==> src/rtl/uart_rx.sv <==
// UART receiver: 4x oversampled by baudtick, start/data/stop framing, one-word holding register.
// Optional parity check is compiled in with `define UART_RX_PARITY_EN.
`timescale 1ns/1ps

module uart_rx #(
    parameter int DATA_BITS = 8
) (
    input  logic                 clk,
    input  logic                 rst,
    input  logic                 baudtick,
    input  logic                 rxd,
    input  logic                 rx_ready,
`ifdef UART_RX_PARITY_EN
    input  logic                 parity_odd,
    output logic                 parity_err,
`endif
    output logic [DATA_BITS-1:0] rx_data,
    output logic                 rx_valid,
    output logic                 frame_err,
    output logic                 overrun
);

    typedef enum logic [2:0] {
        S_IDLE,
        S_START,
        S_DATA,
`ifdef UART_RX_PARITY_EN
        S_PARITY,
`endif
        S_STOP
    } state_t;

    localparam logic [2:0] BIT_LAST = 3'(DATA_BITS - 1);

    logic                 rxd_m, rxd_s;
    state_t               state_q, state_d;
    logic [1:0]           tick_q, tick_d;
    logic [2:0]           bit_q, bit_d;
    logic [DATA_BITS-1:0] shreg_q, shreg_d;
    logic                 frame_done;
    logic                 stop_bad;
    logic                 word_good;

    // rxd is asynchronous to clk; only rxd_s may feed decisions.
    always_ff @(posedge clk or posedge rst) begin
        if (rst) begin
            rxd_m <= 1'b1;
            rxd_s <= 1'b1;
        end else begin
            rxd_m <= rxd;
            rxd_s <= rxd_m;
        end
    end

    // NOTE: state registers use non-blocking assignments so every flop samples pre-edge values.
    always_ff @(posedge clk or posedge rst) begin
        if (rst) begin
            state_q <= S_IDLE;
            tick_q  <= '0;
            bit_q   <= '0;
            shreg_q <= '0;
        end else begin
            state_q <= state_d;
            tick_q  <= tick_d;
            bit_q   <= bit_d;
            shreg_q <= shreg_d;
        end
    end

`ifdef UART_RX_PARITY_EN
    logic par_q, par_d;
    logic par_ok;

    always_ff @(posedge clk or posedge rst) begin
        if (rst) par_q <= 1'b0;
        else     par_q <= par_d;
    end
`endif

    // NOTE: every output of this block gets a default first, so no path can infer a latch.
    always_comb begin
        state_d    = state_q;
        tick_d     = tick_q;
        bit_d      = bit_q;
        shreg_d    = shreg_q;
        frame_done = 1'b0;
        stop_bad   = 1'b0;
`ifdef UART_RX_PARITY_EN
        par_d      = par_q;
`endif
        if (baudtick) begin
            case (state_q)
                S_IDLE: begin
                    if (!rxd_s) begin
                        state_d = S_START;
                        tick_d  = '0;
                    end
                end
                S_START: begin
                    // Second tick after detection lands mid start bit.
                    if (tick_q == 2'd1) begin
                        if (rxd_s) begin
                            state_d = S_IDLE;
                        end else begin
                            state_d = S_DATA;
                            tick_d  = '0;
                            bit_d   = '0;
                        end
                    end else begin
                        tick_d = tick_q + 2'd1;
                    end
                end
                S_DATA: begin
                    tick_d = tick_q + 2'd1;
                    if (tick_q == 2'd3) begin
                        shreg_d = {rxd_s, shreg_q[DATA_BITS-1:1]};
                        if (bit_q == BIT_LAST) begin
`ifdef UART_RX_PARITY_EN
                            state_d = S_PARITY;
`else
                            state_d = S_STOP;
`endif
                        end else begin
                            bit_d = bit_q + 3'd1;
                        end
                    end
                end
`ifdef UART_RX_PARITY_EN
                S_PARITY: begin
                    tick_d = tick_q + 2'd1;
                    if (tick_q == 2'd3) begin
                        par_d   = rxd_s;
                        state_d = S_STOP;
                    end
                end
`endif
                S_STOP: begin
                    tick_d = tick_q + 2'd1;
                    if (tick_q == 2'd3) begin
                        state_d    = S_IDLE;
                        frame_done = rxd_s;
                        stop_bad   = !rxd_s;
                    end
                end
                default: state_d = S_IDLE;
            endcase
        end
    end

`ifdef UART_RX_PARITY_EN
    assign par_ok    = (par_q == (^shreg_q ^ parity_odd));
    assign word_good = frame_done && par_ok;
`else
    assign word_good = frame_done;
`endif

    // Holding register: a pop in the completion cycle frees room for the new word.
    always_ff @(posedge clk or posedge rst) begin
        if (rst) begin
            rx_data   <= '0;
            rx_valid  <= 1'b0;
            frame_err <= 1'b0;
            overrun   <= 1'b0;
`ifdef UART_RX_PARITY_EN
            parity_err <= 1'b0;
`endif
        end else begin
            frame_err <= stop_bad;
            overrun   <= word_good && rx_valid && !rx_ready;
`ifdef UART_RX_PARITY_EN
            parity_err <= frame_done && !par_ok;
`endif
            if (word_good && (!rx_valid || rx_ready)) begin
                rx_data  <= shreg_q;
                rx_valid <= 1'b1;
            end else if (rx_valid && rx_ready) begin
                rx_valid <= 1'b0;
            end
        end
    end

endmodule

==> config.mk <==
export PLATFORM = sky130hd
export DESIGN_NAME = uart_rx
export DESIGN_NICKNAME = d
export VERILOG_FILES = /design/src/rtl/uart_rx.sv
export SDC_FILE = /design/constraint.sdc
export NUM_CORES = 1
export LEC_CHECK = 0
export ABC_CLOCK_PERIOD_IN_PS = 4200
export CAP_MARGIN = 20
export CELL_PAD_IN_SITES_DETAIL_PLACEMENT = 1
export CELL_PAD_IN_SITES_GLOBAL_PLACEMENT = 2
export CORE_ASPECT_RATIO = 1.4
export CORE_MARGIN = 5
export CORE_UTILIZATION = 39
export DETAILED_ROUTE_END_ITERATION = 10
export PLACE_DENSITY = 0.9
export SLEW_MARGIN = 40
export SYNTH_ARGS = -nofsm -noshare
export SYNTH_HDL_FRONTEND = slang
export SYNTH_SLANG_ARGS = --single-unit
==> constraint.sdc <==
create_clock -name clk -period 4.2 [get_ports clk]
set_input_delay 0.84 -clock clk [delete_from_list [all_inputs] [get_ports clk]]
set_output_delay 0.84 -clock clk [all_outputs]
set_load 0.1 [all_outputs]
; ---- After elaboration in Yosys (flattened, before gate mapping)
; Cells that the tools add are included.
[word_totals]
regBits = 29
latch_bits = 0
ram_bits = 0
mem_bits_ro = 0
inputBits = 5
out_inout_bits = 11
wordCells = 65
mem_count = 0
[op_classes]
add_sub_neg = 2
n_mul = 0
div = 0
n_lt_le_gt_ge = 0
n_eq_ne = 13
shift = 0
n_mux = 23
bitwise_logic = 0
n_reduce_logical = 17
[ops]
columns = op, count
row1 = 2-to-1 mux 3 bit, 9
row2 = "!= test 2 bit, second input constant", 7
row3 = case mux 3 bit (4 select lines), 1
row4 = AND reduction 6 bit, 2
row5 = 2-to-1 mux 1 bit, 8
row6 = "equality test 3 x 2 -> 1 bit, second input constant", 2
row7 = 2-to-1 mux 2 bit, 3
row8 = case mux 2 bit (3 select lines), 1
row9 = case mux 3 bit (2 select lines), 1
row10 = logical AND 1 bit, 4
row11 = nonzero test 2 bit, 2
row12 = "adder 3 x 1 -> 3 bit, second input constant", 1
row13 = "equality test 3 x 1 -> 1 bit, second input constant", 1
row14 = "equality test 3 bit, second input constant", 1
row15 = zero test 1 bit, 3
row16 = zero test 3 bit, 1
row17 = AND reduction 3 bit, 1
row18 = nonzero test 3 bit, 1
row19 = "adder 2 x 1 -> 2 bit, second input constant", 1
row20 = "equality test 2 x 1 -> 1 bit, second input constant", 1
row21 = "equality test 2 bit, second input constant", 1
row22 = AND reduction 2 bit, 1
row23 = OR reduction 2 bit, 1
row24 = logical OR 1 bit, 1

; ---- Depth between registers and ports, before layout
; Gate-level depths: netlist (run 1).
[depth]
depth_word = 6
depth_mapped = 5
ltp_nobuf = 5

; ---- Least setup slack after synthesis (run 1)
; OpenSTA, ideal clock, no wires.
[synth_timing]
kind = register to register
startpoint = register rx_valid
endpoint = register rx_data[0]
setup_time_ns = 0.126
arrival_time_ns = 1.687
required_ns = 4.074
setup_slack_ns = 2.388
stages_incl_launch_ff = 4
n_path_buf = 0
period_less_slack_ns = 1.812
cell_sequence = dfrtp_1 nand2b_1 nand4_4 mux2_2
[synth_via]
elab_chain_len = 3
[synth_lines]
columns = item, line_no
row1 = from (decl), 18  ; output logic rx_valid,
row2 = from (signal assigned), 161  ; rx_valid <= 1'b0;
row3 = from (signal assigned), 175  ; rx_valid <= 1'b1;
row4 = from (signal assigned), 177  ; rx_valid <= 1'b0;
row5 = zero test 1 bit, 173  ; if (word_good && (!rx_valid || rx_ready)) begin
row6 = logical OR 1 bit, 173
row7 = logical AND 1 bit, 173
row8 = to (signal assigned), 174  ; rx_data <= shreg_q;
row9 = to (decl), 17  ; output logic [DATA_BITS-1:0] rx_data,
; No other way between the ends.
; A chain may end at the register's enable or synchronous reset.

; ---- Worst setup path after layout (run 1)
[layout_timing]
startpoint = input port baudtick
endpoint = register shreg_q[0]
[layout_via]
elab_chain_len = 1
[layout_lines]
columns = item, line_no
row1 = from (decl), 10  ; input logic baudtick,
row2 = AND reduction 3 bit (no line), -
row3 = to (signal assigned), 66  ; shreg_q <= shreg_d;
row4 = to (decl), 39  ; logic [DATA_BITS-1:0] shreg_q, shreg_d;
; No other way between the ends.

==> flow_summary_export.csv, run 1 <==
group,metric,value,unit
synthesis,synth_cell_types,30,
floorplanning,num_rows,24,
routing,antenna_left,0,
floorplanning,die_area,4480,sq um
finish,fillerInstances,354,
global_routing,busiest_layer,"met2",
timing,finalSetupViolations,0,
pwr,ir_drop,0.000377,V
run_status,outcome,"complete, no violations",
global_routing,grtUsageMet2,0.208,
global_routing,grt_util_met1,0.144,
global_routing,overflow,0,
worst_setup_path,cp_num_buf_inv,1,
placed_design,io_buffers,15,
timing,drv_slew,0,
synthesis,ys_seq_area_frac,0.559,
worst_setup_path,r2r.worst_path.cells,4,
global_routing,grt_util_all_layers,0.120,
clocking,cts_buffer_depth,2,
floorplanning,start_util,0.403,
clocking,cts_hold_buf,0,
clocking,cts-htree-levels,1,
worst_setup_path,cp.arrival,2300,ps
floorplanning,design.core.area,3120,sq um
routing,drt_iter0_drc,5,
clocking,cts-root-buf,"clkbuf_8",
clocking,tritoncts,"done",
floorplanning,dieHeight,77.2,um
worst_setup_path,cp_slowest_cell,"clkdlybuf4s50_1",
placed_design,hpwlAfterDp,1690,um
worst_hold_path,hold_path_class,"reg2reg",
timing,tightestPinTransition,577,ps
timing,min_period_over_period,0.510,
global_routing,grt_max_degree,29,
routing,vias_per_cell,5.21,
timing,fin_skew,1.41,ps
worst_setup_path,r2r_slack,2420,ps
synthesis,syn-num-nets,104,
worst_hold_path,hold_depth,0,
global_routing,met3_usage,0.0218,
worst_hold_path,hold_path_end,"rxd_s",
finish,nets,121,
routing,drtPass1Iterations,2,
routing,drc_errors,0,
clocking,clk_latency,270,ps
routing,vias,776,
placed_design,place_ws,1780,ps
finish,layout-drive-gt1-share,0.364,
worst_setup_path,start_kind,"primary input",
synthesis,syn_avg_cell_area,13.4,sq um
synthesis,synthCells,94,
synthesis,yosys_warnings,0,
clocking,cts_resized,0,
finish,n_antenna_cell,0,
timing,worst_hold_slack,359,ps
pwr,leakage,0.747,nW
timing,layout_setup_ws,2060,ps
worst_setup_path,crit_chain,"clkdlybuf4s50_1 > nand3_2 > mux2_2",
floorplanning,io_pins,16,
synthesis,ys_seq_elements,28,
finish,area_growth_syn_to_layout,15.5,%
floorplanning,die_w,58.0,um
timing,finalCriticalPeriod,2140,ps
worst_setup_path,crit_family,"buffers and inverters",
global_routing,antenna_found_initial,0,
global_routing,grt_pass1_vias,930,
worst_setup_path,required,4360,ps
timing,hold_violations,0,
clocking,clk_pin_slew,90,ps
timing,fmax,467,MHz
routing,post_drt_wl_per_cell,15.5,um
clocking,cts_sinks,28,
timing,tns,0,ps
worst_hold_path,worstHoldStart,"rxd_m",
clocking,cts_buffers,3,
placed_design,place_congestion,0.680,
worst_setup_path,rr_startpoint,"tick_q[0]",
routing,drt-total-wl,2300,um
global_routing,grt_pass1_wl,4260,um
pwr,power-per-cell-area,546,nW/um^2
worst_setup_path,crit_path_end_kind,"flip-flop",
synthesis,synthesis.area,1260,sq um
run,cap_violations,0,
worst_setup_path,slowest_delay,810,ps
worst_setup_path,path_max_fanout,12,
worst_setup_path,r2r-end,"bit_q[0]",
timing,slew_headroom,0.615,
worst_setup_path,worstSetupPathType,"in2reg",
timing,rsz0062_at_grt,"false",
clocking,postCtsSetupBuffers,0,
==> sequential cells by signal, indices dropped and copies added (netlist names) <==
signal     flops
bit_q          3
frame_err      1
overrun        1
rx_data        8
rx_valid       1
rxd_m          1
rxd_s          1
shreg_q        8
state_q        2
tick_q         2
==> worst max-delay path by stage <==
stage | from | end | slack (ps) | depth (start not counted)
final | baudtick | shreg_q[0] | 2060 | 3
after floorplan | rx_valid | rx_data[0] | 2390 | 3
after global placement | baudtick | shreg_q[6] | 1860 | 3
after CTS | baudtick | shreg_q[0] | 2060 | 3
after global routing | baudtick | shreg_q[6] | 1980 | 3
after detailed placement | baudtick | shreg_q[0] | 1780 | 3
==> synthesized netlist by cell type <==
| cell | number | area (sq um) |
|---|---|---|
| a21o_1 | 1 | 7.51 |
| a41oi_1 | 3 | 26.3 |
| and2b_1 | 1 | 7.51 |
| and3_2 | 1 | 7.51 |
| buf_2 | 1 | 5.00 |
| buf_4 | 2 | 15.0 |
| dfrtp_1 | 26 | 651 |
| dfstp_2 | 2 | 52.6 |
| ha_1 | 5 | 62.6 |
| inv_1 | 7 | 26.3 |
| mux2_2 | 16 | 180 |
| mux2_4 | 1 | 15.0 |
| mux2i_1 | 3 | 30.0 |
| nand2_1 | 5 | 18.8 |
| nand2b_1 | 1 | 6.26 |
| nand3_1 | 1 | 5.00 |
| nand3_2 | 1 | 10.0 |
| nand4_1 | 1 | 6.26 |
| nand4_4 | 1 | 21.3 |
| nor2_1 | 2 | 7.51 |
| nor2b_1 | 2 | 12.5 |
| nor3_1 | 2 | 10.0 |
| nor3b_1 | 2 | 15.0 |
| o2111ai_2 | 1 | 15.0 |
| o211ai_1 | 1 | 7.51 |
| o21ai_0 | 1 | 5.00 |
| o22ai_1 | 1 | 6.26 |
| o31a_1 | 1 | 8.76 |
| or3b_1 | 1 | 8.76 |
| or3b_2 | 1 | 8.76 |
==> metal layers <==
layer / vias up / routed length [um]
li1: 361 / -
met4: 0 / 19
met2: 10 / 1270
met1: 403 / 954
met5: - / 0
met3: 2 / 57
==> worst reg2reg max path, cell delays in order, from the launching register on <==
cell       delay (ps)
dfrtp_1           440
ha_1              260
or3b_2            500
o2111ai_2         140
mux2_4            330
==> cells by family after synthesis <==
group,count (synthesis),share of synthesized area
AO/OA/AOI/OAI,9,0.0606
adder cells (fa/ha/maj),5,0.0497
buffers and inverters,10,0.0368
flip-flops,28,0.559
multiplexers,20,0.179
AND/OR/NAND/NOR,22,0.115
==> power breakdown <==
part           leakage [nW]  switching, W  internal, W
Sequential            0.374     0.0000601     0.000315
Combinational         0.337      0.000112    0.0000963
Clock                0.0357     0.0000826     0.000128
==> through the flow <==
step | area (sq um) | std cells | util | power [W]
CTS | 1450 | 149 | 0.466 | 0.000805
floorplan | 1260 | 94 | - | 0.000549
global placement | 1440 | 145 | 0.460 | 0.000579
detailed placement | 1380 | 145 | 0.443 | 0.000593
global route | 1450 | 149 | 0.466 | 0.000852
finish | 1450 | 149 | 0.466 | 0.000793
==> area by class of cell <==
cell class              instances  area, sq um  share of cell area
multi-input cells              56          509               0.350
clock inverters                 1         30.0              0.0207
flip-flops and latches         28          703               0.484
inverters                       7         26.3              0.0181
well taps                      39         48.8              0.0336
repair buffers                 15         95.1              0.0654
clock buffers                   3         41.3              0.0284
==> cell usage in the layout (no fill, tap or decap), types with 2 or more instances in the layout <==
cell             Yosys  final
nor2b_1              2      2
nor2_1               2      2
clkdlybuf4s50_1      0      4
dfstp_2              2      2
ha_1                 5      5
buf_2                1     11
inv_1                7      6
mux2i_1              3      3
clkbuf_8             0      3
mux2_2              16     16
dfrtp_1             26     26
nor3b_1              2      2
nand2_1              5      5
a41oi_1              3      3
nor3_1               2      2
Power figures use the tool's default switching activity.
==> run 2: changes to the inputs <==
Settings changed: ABC_CLOCK_PERIOD_IN_PS 4200 to 2200, CORE_UTILIZATION 39 to 37, PLACE_DENSITY 0.9 to 0.86.
Clock period 4.2 ns to 2.2 ns, I/O delays scaled along.
==> run 2 against run 1 <==
Net effect: global-route usage down 0.48 points; highest routed layer unchanged; clock skew increased by 3.0 ps; cell count rose by 2.0%; critical path type is now reg2reg; sequential share of layout area is 0.90 points lower; combinational power rose by 91%; register-to-register slack got worse by 2000 ps.
==> flow_summary_export.csv, run 2 (synthesis results as in run 1) <==
group,metric,value,unit
worst_setup_path,path_max_fanout,4,
worst_setup_path,required,2370,ps
timing,tightestPinTransition,412,ps
finish,most-common-layout-cells,"dfrtp_1, mux2_2, buf_4, inv_1",
clocking,cts_hold_buf,0,
placed_design,hpwlAfterDp,1800,um
pwr,total_power,0.00143,W
global_routing,grt_util_all_layers,0.116,
finish,finish.utilization,0.443,
pwr,net-switching-power,0.000483,W
routing,drt-total-wl,2360,um
clocking,cts_sinks,28,
clocking,tritoncts,"done",
routing,drt_iter0_drc,9,
worst_setup_path,rr_startpoint,"tick_q[0]",
finish,final_cells,152,
timing,finalCriticalPeriod,1750,ps
worst_setup_path,start_kind,"flip-flop",
routing,post_drt_wl_per_cell,15.5,um
routing,drc_errors,0,
clocking,cts-htree-levels,1,
pwr,clock_power_share,0.221,
worst_hold_path,hold_depth,0,
routing,vias_per_cell,5.16,
finish,fillerInstances,344,
global_routing,grt_pass1_vias,881,
routing,drtPass1Iterations,4,
clocking,clk_latency,280,ps
timing,fin_skew,4.45,ps
timing,finalSetupViolations,0,
timing,slew_headroom,0.725,
worst_setup_path,crit_path_end_kind,"flip-flop",
worst_setup_path,cp.arrival,1920,ps
clocking,postCtsSetupBuffers,0,
worst_hold_path,hold_path_class,"reg2reg",
worst_hold_path,hold_path_end,"rxd_s",
worst_hold_path,worstHoldStart,"rxd_m",
timing,drv_slew,0,
pwr,comb_power_share,0.279,
floorplanning,design.core.area,3350,sq um
timing,rsz0062_at_grt,"false",
pwr,swShare,0.337,
floorplanning,die_area,4680,sq um
finish,n_antenna_cell,0,
timing,fmax,573,MHz
run_status,outcome,"complete, no violations",
floorplanning,die_w,59.3,um
floorplanning,num_rows,25,
worst_setup_path,r2r-end,"bit_q[0]",
clocking,cts_resized,0,
routing,vias,784,
finish,area_growth_syn_to_layout,17.7,%
pwr,internal-power,0.000951,W
clocking,clk_pin_slew,90,ps
worst_setup_path,r2r.worst_path.cells,4,
clocking,cts_buffer_depth,2,
pwr,ir_drop,0.000532,V
timing,tns,0,ps
global_routing,antenna_found_initial,0,
floorplanning,start_util,0.376,
pwr,leakage,0.749,nW
finish,reg_top3,"rx_data: 8 flops, shreg_q: 8 flops, bit_q: 3 flops",
routing,antenna_left,0,
worst_setup_path,r2r_slack,450,ps
run,cap_violations,0,
placed_design,place_congestion,0.683,
timing,min_period_over_period,0.794,
pwr,power-per-cell-area,968,nW/um^2
finish,final_common_cell,"dfrtp_1",
global_routing,grt_pass1_wl,4050,um
global_routing,grt_max_degree,29,
timing,hold_violations,0,
global_routing,overflow,0,
worst_setup_path,worstSetupPathType,"reg2reg",
floorplanning,io_pins,16,
finish,layout-drive-gt1-share,0.366,
placed_design,dp.cells,148,
pwr,p_seq_frac,0.500,
floorplanning,dieHeight,79.0,um
placed_design,io_buffers,15,
clocking,cts_buffers,3,
clocking,cts-root-buf,"clkbuf_8",
finish,nets,123,
[run 2: worst max path at each step]
stage | to | slack [ps] | startpoint | depth (start not counted)
after floorplan | rx_data[0] | 390 | rx_valid | 3
after global placement | bit_q[0] | 420 | baudtick | 3
after detailed placement | rx_data[2] | 390 | rx_ready | 4
after CTS | bit_q[0] | 450 | bit_q[0] | 5
after global routing | bit_q[0] | 370 | bit_q[0] | 5
final | bit_q[0] | 450 | tick_q[0] | 4
[run 2: power groups by stage]
stage                     Sequential, W  Clock, W  Combinational, W
after CTS                      0.000720  0.000327          0.000409
after floorplan                0.000700         0          0.000347
after detailed placement       0.000730         0          0.000405
after global placement         0.000722         0          0.000385
after global routing           0.000734  0.000357          0.000451
final                          0.000716  0.000317          0.000400
[run 2: final cells by class]
class	count	area, sq um	share of cell area
sequential	28	703	0.475
multi-input combinational	56	509	0.344
timing repair buffer	17	138	0.0929
clock buffer	4	55.1	0.0372
tap	40	50.0	0.0338
inverter	7	26.3	0.0177
[run 2: through the flow]
stage | instance area, sq um | setup slack (ps) | hold slack, ps
6_report | 1480 | 454 | 360
5_1_grt | 1480 | 373 | 366
4_1_cts | 1480 | 446 | 362
3_5_place_dp | 1430 | 393 | 348
3_3_place_gp | 1430 | 420 | 346
2_1_floorplan | 1260 | 388 | 345
[run 2: layer usage]
layer	vias up	global-route usage	wire length (um)
li1	365	-	-
met1	403	0.133	982
met2	11	0.196	1260
met3	5	0.0244	72
met4	0	0.0590	45
met5	-	0	0
[run 2: critical path: stages (launching register included)]
cell and delay [ps]:
dfrtp_1 430, ha_1 250, or3b_2 490, o2111ai_2 140
mux2_4 330
